$ cat src/rtl/seq_restoring_divider.sv
`default_nettype none
// ============================================================================
//  Module      : seq_restoring_divider
//  Description : Sequential restoring divider. Divides a DW-bit dividend by
//                a VW-bit divisor and produces one quotient bit per clock.
//                Uses a start/done handshake. A zero divisor completes
//                immediately with a saturated quotient and the div_zero flag.
//  Revision    : 1.0 - initial release
// ============================================================================
module seq_restoring_divider #(
    parameter int DW = 6,
    parameter int VW = 3
) (
    input  logic          clk,
    input  logic          rst,
    input  logic          start,
    input  logic [DW-1:0] dividend,
    input  logic [VW-1:0] divisor,
    output logic          busy,
    output logic          done,
    output logic [DW-1:0] quotient,
    output logic [VW-1:0] remainder,
    output logic          div_zero
);

    // The iteration counter must be able to hold the value DW.
    localparam int CW = $clog2(DW + 1);
    localparam logic [CW-1:0] C_COUNT_INIT = CW'(DW);
    localparam logic [CW-1:0] C_COUNT_ONE  = CW'(1);

    typedef enum logic [1:0] {
        ST_IDLE = 2'd0,
        ST_CALC = 2'd1,
        ST_DONE = 2'd2
    } state_t;

    state_t r_state;
    state_t w_state_nxt;

    // Working registers. The quotient accumulator keeps only DW-1 bits
    // because the final bit comes straight from the last trial subtract.
    logic [DW-1:0] r_dvd;
    logic [VW-1:0] r_dvs;
    logic [VW-1:0] r_rem_work;
    logic [DW-2:0] r_quo_work;
    logic [CW-1:0] r_count;

    logic          w_load;
    logic          w_zero_div;
    logic          w_last;
    logic [VW:0]   w_trial;
    logic [VW:0]   w_diff;
    logic          w_ge;
    logic [VW-1:0] w_rem_next;
    logic [DW-1:0] w_quo_next;

    assign w_last = (r_count == C_COUNT_ONE);

    // Trial subtract for one iteration. Because the partial remainder is
    // always below the divisor, T - V fits in VW+1 bits as a signed value,
    // so its top bit is the borrow and tells whether T >= V.
    assign w_trial    = {r_rem_work, r_dvd[DW-1]};
    assign w_diff     = w_trial - {1'b0, r_dvs};
    assign w_ge       = ~w_diff[VW];
    assign w_rem_next = w_ge ? w_diff[VW-1:0] : w_trial[VW-1:0];
    assign w_quo_next = {r_quo_work, w_ge};

    assign busy = (r_state == ST_CALC);
    assign done = (r_state == ST_DONE);

    // State register.
    always_ff @(posedge clk or posedge rst) begin
        if (rst) begin
            r_state <= ST_IDLE;
        end else begin
            r_state <= w_state_nxt;
        end
    end

    // Next-state logic and the accept strobes for normal and zero-divisor ops.
    always_comb begin
        w_state_nxt = r_state;
        w_load      = 1'b0;
        w_zero_div  = 1'b0;
        case (r_state)
            ST_IDLE, ST_DONE: begin
                if (start) begin
                    if (divisor == '0) begin
                        w_state_nxt = ST_DONE;
                        w_zero_div  = 1'b1;
                    end else begin
                        w_state_nxt = ST_CALC;
                        w_load      = 1'b1;
                    end
                end else begin
                    w_state_nxt = ST_IDLE;
                end
            end
            ST_CALC: begin
                if (w_last) begin
                    w_state_nxt = ST_DONE;
                end
            end
            default: begin
                w_state_nxt = ST_IDLE;
            end
        endcase
    end

    // Working datapath: capture operands on accept, then shift and subtract.
    always_ff @(posedge clk or posedge rst) begin
        if (rst) begin
            r_dvd      <= '0;
            r_dvs      <= '0;
            r_rem_work <= '0;
            r_quo_work <= '0;
            r_count    <= '0;
        end else if (w_load) begin
            r_dvd      <= dividend;
            r_dvs      <= divisor;
            r_rem_work <= '0;
            r_quo_work <= '0;
            r_count    <= C_COUNT_INIT;
        end else if (r_state == ST_CALC) begin
            r_dvd      <= {r_dvd[DW-2:0], 1'b0};
            r_rem_work <= w_rem_next;
            r_quo_work <= w_quo_next[DW-2:0];
            r_count    <= r_count - C_COUNT_ONE;
        end
    end

    // Result registers: updated only on the edge that enters DONE.
    always_ff @(posedge clk or posedge rst) begin
        if (rst) begin
            quotient  <= '0;
            remainder <= '0;
            div_zero  <= 1'b0;
        end else if (w_zero_div) begin
            quotient  <= '1;
            remainder <= '0;
            div_zero  <= 1'b1;
        end else if ((r_state == ST_CALC) && w_last) begin
            quotient  <= w_quo_next;
            remainder <= w_rem_next;
            div_zero  <= 1'b0;
        end
    end

endmodule
`default_nettype wire

$ cat config.mk
export PLATFORM = sky130hd
export DESIGN_NAME = seq_restoring_divider
export DESIGN_NICKNAME = d
export VERILOG_FILES = /design/src/rtl/seq_restoring_divider.sv
export SDC_FILE = /design/constraint.sdc
export NUM_CORES = 1
export LEC_CHECK = 0
export ABC_AREA = 1
export ABC_CLOCK_PERIOD_IN_PS = 2070
export CORE_UTILIZATION = 43
export DETAILED_ROUTE_END_ITERATION = 6
export PLACE_DENSITY = 0.78
export SYNTH_ARGS = -nofsm -noshare
export SYNTH_HDL_FRONTEND = slang
export SYNTH_SLANG_ARGS = --single-unit
$ cat constraint.sdc
create_clock -name clk -period 2.07 [get_ports clk]
set_clock_uncertainty 0.15 [all_clocks]
set_input_delay 0.207 -clock clk [delete_from_list [all_inputs] [get_ports clk]]
set_output_delay 0.207 -clock clk [all_outputs]
set_load 0.01 [all_outputs]
### Word-level counts from Yosys, hierarchy flattened

Cells that the tools add are included.

| operators by class | value |
|---|---|
| eq/ne operators | 4 |
| reductions and logical operators | 6 |
| multiplexer cells | 25 |
| $add $sub $neg | 2 |
| bitwise operators | 1 |

Operators by type and width:

| cell | count |
|---|---|
| $mux W6 | 4 |
| $mux W3 | 7 |
| $mux W5 | 2 |
| $mux W1 | 8 |
| $mux W2 | 3 |
| $pmux W2 S2 | 1 |
| $reduce_bool A2 Y1 | 2 |
| $sub A4 B3 Y4 | 1 |
| $eq A3 B1 Y1 const B | 1 |
| $logic_not A3 Y1 | 1 |
| $sub A3 B1 Y3 const B | 1 |
| $eq A2 B1 Y1 const B | 1 |
| $eq A2 B2 Y1 const B | 1 |
| $logic_not A2 Y1 | 1 |
| $ne A2 B1 Y1 const B | 1 |
| $reduce_or A2 Y1 | 1 |
| $logic_and A1 B1 Y1 | 1 |
| $not A1 Y1 | 1 |

| word-level totals | value |
|---|---|
| output and inout port bits | 12 |
| word-level logic and storage cells | 47 |
| bits of input ports | 12 |
| flip-flop bits (word level) | 32 |

### Logic depth before layout (Yosys ltp)

| depth | value |
|---|---|
| depth in word-level cells | 5 |
| depth in mapped cells | 9 |
| depth with buffers taken out | 9 |

### Worst setup path before layout

Ideal clock, no wire load.

| path | value |
|---|---|
| path type | flip-flop to flip-flop |
| start point | register r_dvd[5] |
| end point | register r_rem_work[2] |
| stages on the path, launching flop included | 9 |
| library setup time | 0.117 ns |
| required time | 1.803 ns |
| clock period less this slack | 1.593 ns |
| buffers on the path | 0 |
| data arrival time | 1.326 ns |
| setup slack | 0.477 ns |
| path through | dfrtp_1 inv_1 ha_1 inv_1 fa_1 xnor2_1 nand3_1 nand3_1 nand2_1 |

| between the ends | value |
|---|---|
| word-level cells in the longest chain between the ends | 4 |

Ends and longest elaborated chain:

| item | line | RTL |
|---|---|---|
| from (decl) | 42 | `logic [DW-1:0] r_dvd;` |
| from (signal assigned) | 119 | `r_dvd <= dividend;` |
| from (signal assigned) | 125 | `r_dvd <= {r_dvd[DW-2:0], 1'b0};` |
| $sub A4 B3 Y4 | 63 | `assign w_diff = w_trial - {1'b0, r_dvs};` |
| $mux W3 | 65 | `assign w_rem_next = w_ge ? w_diff[VW-1:0] : w_trial[VW-1:0];` |
| $mux W3 | 124 | `end else if (r_state == ST_CALC) begin` |
| $mux W3 | 118 | `end else if (w_load) begin` |
| to (signal assigned) | 126 | `r_rem_work <= w_rem_next;` |
| to (decl) | 44 | `logic [VW-1:0] r_rem_work;` |

No other way between the ends. The select of a mux whose other input is x is not followed.
A chain may end at the register's enable or synchronous reset.

### Final worst setup path

| path | value |
|---|---|
| start point | register r_state[1] |
| end point | output port busy |

| between the ends | value |
|---|---|
| word-level cells in the longest chain between the ends | 1 |

Ends and longest elaborated chain:

| item | line | RTL |
|---|---|---|
| from (decl) | 37 | `state_t r_state;` |
| from (signal assigned) | 76 | `r_state <= w_state_nxt;` |
| $eq A2 B1 Y1 | 68 | `assign busy = (r_state == ST_CALC);` |
| to (decl) | 19 | `output logic busy,` |

No other way between the ends.

==> impl_results.md <==
* Pwr Total at 0.00301 W
* Initial antenna violation count at 0
* Min Tclk post-route at 1.95 ns
* Mean Syn Cell Area at 9.16 sq um
* Number of port buffers at 23
* Ys flop type: dfrtp_1
* Synth unique cells at 21
* PnR worst setup slack at 0.120 ns
* GRT Total Usage at 18.8%
* Slew HR at 73.2%
* F_max at 513 MHz
* Initial Util at 47.1%
* FILL cells at 290
* Worst path arrival time at 1.59 ns
* Vias at 1192
* Crit path launch: r_state[1]$_DFFE_PP0P_
* Number of synthesized flops with an enable pin at 0
* Post-synth top area share at 54.0%
* Die height at 60.7 microns
* Synth warn at 0
* Syn nets at 180
* Footprint of the multi-input gates at 553 sq um
* Slew Viols, Final at 0
* Leakage power total at 0.918 nW
* WP data required at 1.71 ns
* Residual DRC at 0
* CTS Root Cell: clkbuf_4
* I/O pin count at 24
* Total negative setup slack at 0 ns
* Clock transition at path regs at 0.10 ns
* Number of CTS-inserted buffers at 5
* Final hold violations at 0
* GRT busiest layer: met2
* Vias per cell at 5.03
* Final worst-path cycle share at 94.2%
* Hold/Removal Path Class: input port to asynchronous set/reset pin
* Area delta synth->final at 24.5%
* Worst setup EP type: output port
* Drt pass-1 iters at 4
* DIE WIDTH at 60.7 microns
* Largest net degree at the start of global routing at 33
* Worst r2r src: r_dvd[5]$_DFFE_PP0P_
* GR Layer Usage met2 at 33.0%
* Largest area contributor in the netlist: dfrtp_1
* Placer Congestion at 0.917
* Gr ovfl total at 0
* Routed len/inst at 12.2 microns
* Post-synth top cells: 35 x nand2_1, 32 x dfrtp_1, 26 x inv_1, 20 x nand3_1, 8 x o21ai_0
* Maxcap violations at 0
* Endpoints failing setup at 0
* Fraction of registers with async set/reset at 100%
* Hpwl dp at 2180 microns
* Num rows at 20
* GR met3 Demand/Resource at 4.26%
* CTS H-tree lvls at 2
* Setup crit start kind: register
* Nets at 210
* Max Root-Sink Buffers at 2
* Clk Latency, worst-skew pair at 0.34 ns
* Number of diodes at 0
* Worst-margin pin slew at 0.403 ns
* VDD IR max at 744 uV
* Mapped Cells at 162
* CP Max Fanout at 14
* Synth top area cells: dfrtp_1 54%, nand2_1 8.9%, nand3_1 6.7%
* First-pass GRT wire length at 4950 microns
* Status: complete, no violations
* Grt met1 use at 20.6%
* Register area at 801 sq um
* Die footprint at 0.00369 sq mm
* Sequential share of the synthesized area at 54.0%
* Initial DRC count at 63
* CTS tree: built
* Flop-to-flop setup slack at 0.27 ns
* Number of clock sinks at 32
* Critical path class: register to output port
* Core Area at 0.00315 sq mm
* Dpl ws at 0.305 ns
* RSZ-0062 raised after global routing: no
* Power Dens Cells at 1630 mW/mm^2
* Synth Register Bits at 32
* CTS Hold Bufs at 0
* Routed Antenna Nets at 0
* Count leader, synth: nand2_1
* Fraction of layout cells with a size suffix above 1 at 9.33%
* Vias in the first global route at 1263
* Mapped cell area at 0.00148 sq mm
* Final wirelength at 2890 microns
## stage by stage
| step | instances | utilization [%] | hold WS (ns) | instance area (sq um) |
|---|---|---|---|---|
| finish | 237 | 58.6 | 0.0943 | 1850 |
| global route | 237 | 58.6 | 0.127 | 1850 |
| CTS | 237 | 58.5 | 0.0981 | 1850 |
| detailed placement | 229 | 56.1 | 0.313 | 1770 |
| global placement | 229 | 56.1 | 0.315 | 1770 |
| floorplan | 162 | - | 0.173 | 1480 |
## cell type report
type	count	area share (%)
repair buffers	24	12.9
flip-flops and latches	32	43.3
clock inverters	2	1.90
clock buffers	6	2.23
inverters	30	6.77
well taps	44	2.98
multi-input cells	99	29.9
## worst max-delay path, cell delays in order (launching register included)
cell and delay, ns:
dfrtp_1 0.37, inv_1 0.10, nand2_4 0.11, inv_6 0.13
clkdlybuf4s50_1 0.54
## placed cells by master, fill, tap and decap left out
cell type | netlist | routed
o211ai_1 | 2 | 2
dfrtp_1 | 32 | 32
clkbuf_4 | 0 | 5
a22oi_1 | 2 | 2
inv_6 | 0 | 1
inv_1 | 26 | 26
nand2_1 | 35 | 35
nand2_4 | 5 | 5
a22o_1 | 1 | 1
bufinv_16 | 0 | 1
inv_2 | 1 | 1
clkinv_2 | 0 | 1
clkdlybuf4s50_1 | 0 | 23
ha_1 | 5 | 5
buf_4 | 1 | 1
xnor2_1 | 1 | 1
nor2_2 | 1 | 1
clkbuf_1 | 0 | 1
a21oi_1 | 6 | 6
o21ai_0 | 8 | 8
a21o_1 | 1 | 1
fa_1 | 1 | 1
clkinv_4 | 1 | 1
inv_4 | 2 | 1
nand3_1 | 20 | 20
o22ai_1 | 4 | 4
nor2_1 | 7 | 7
## per-layer routing
| layer | up-vias | part of all wire (%) |
|---|---|---|
| li1 | 578 | - |
| met1 | 581 | 42 |
| met2 | 27 | 52 |
| met3 | 6 | 4.2 |
| met4 | 0 | 1.7 |
| met5 | - | 0 |
## what timing repair did
| item | 4_1_cts | 5_1_grt |
|---|---|---|
| setup endpoints to repair | 0 | 1 |
| resized for setup | 0 | 1 |
| buffers inserted | 0 | 0 |
## power by group
group	total, W	internal (W)	switching [W]
Combinational	0.00148	0.000614	0.000862
Clock	0.000468	0.000253	0.000215
Sequential	0.00107	0.000911	0.000155
Total	0.00301	0.00178	0.00123
## flip-flops by register name, indices dropped and copies added, names as in the netlist
register / cells
quotient: 6
r_rem_work: 3
div_zero: 1
r_dvs: 3
remainder: 3
r_count: 3
r_state: 2
r_quo_work: 5
r_dvd: 6
## final timing paths
check	endpoint	cells past startpoint
worst max-delay path	busy	4
worst min-delay path	remainder[2]$_DFFE_PP0P_	3
worst max register to register	remainder[2]$_DFFE_PP0P_	8
worst min register to register	r_dvd[2]$_DFFE_PP0P_	2
max in group asynchronous	r_count[1]$_DFFE_PP0P_	3
min in group clk	r_dvs[2]$_DFFE_PP0P_	3
## logic make-up (layout without fill, tap and decap cells)
kind of cell             after synthesis  after routing  share of synthesized area (%)
AO/OA/AOI/OAI                         24             24                           9.53
adder cells (fa/ha/maj)                6              6                           5.56
buffers and inverters                 31             62                           8.77
flip-flops                            32             32                           54.0
AND/OR/NAND/NOR                       68             68                           21.6
XOR/XNOR                               1              1                          0.590
No activity file was read; power rests on OpenSTA's default activity.
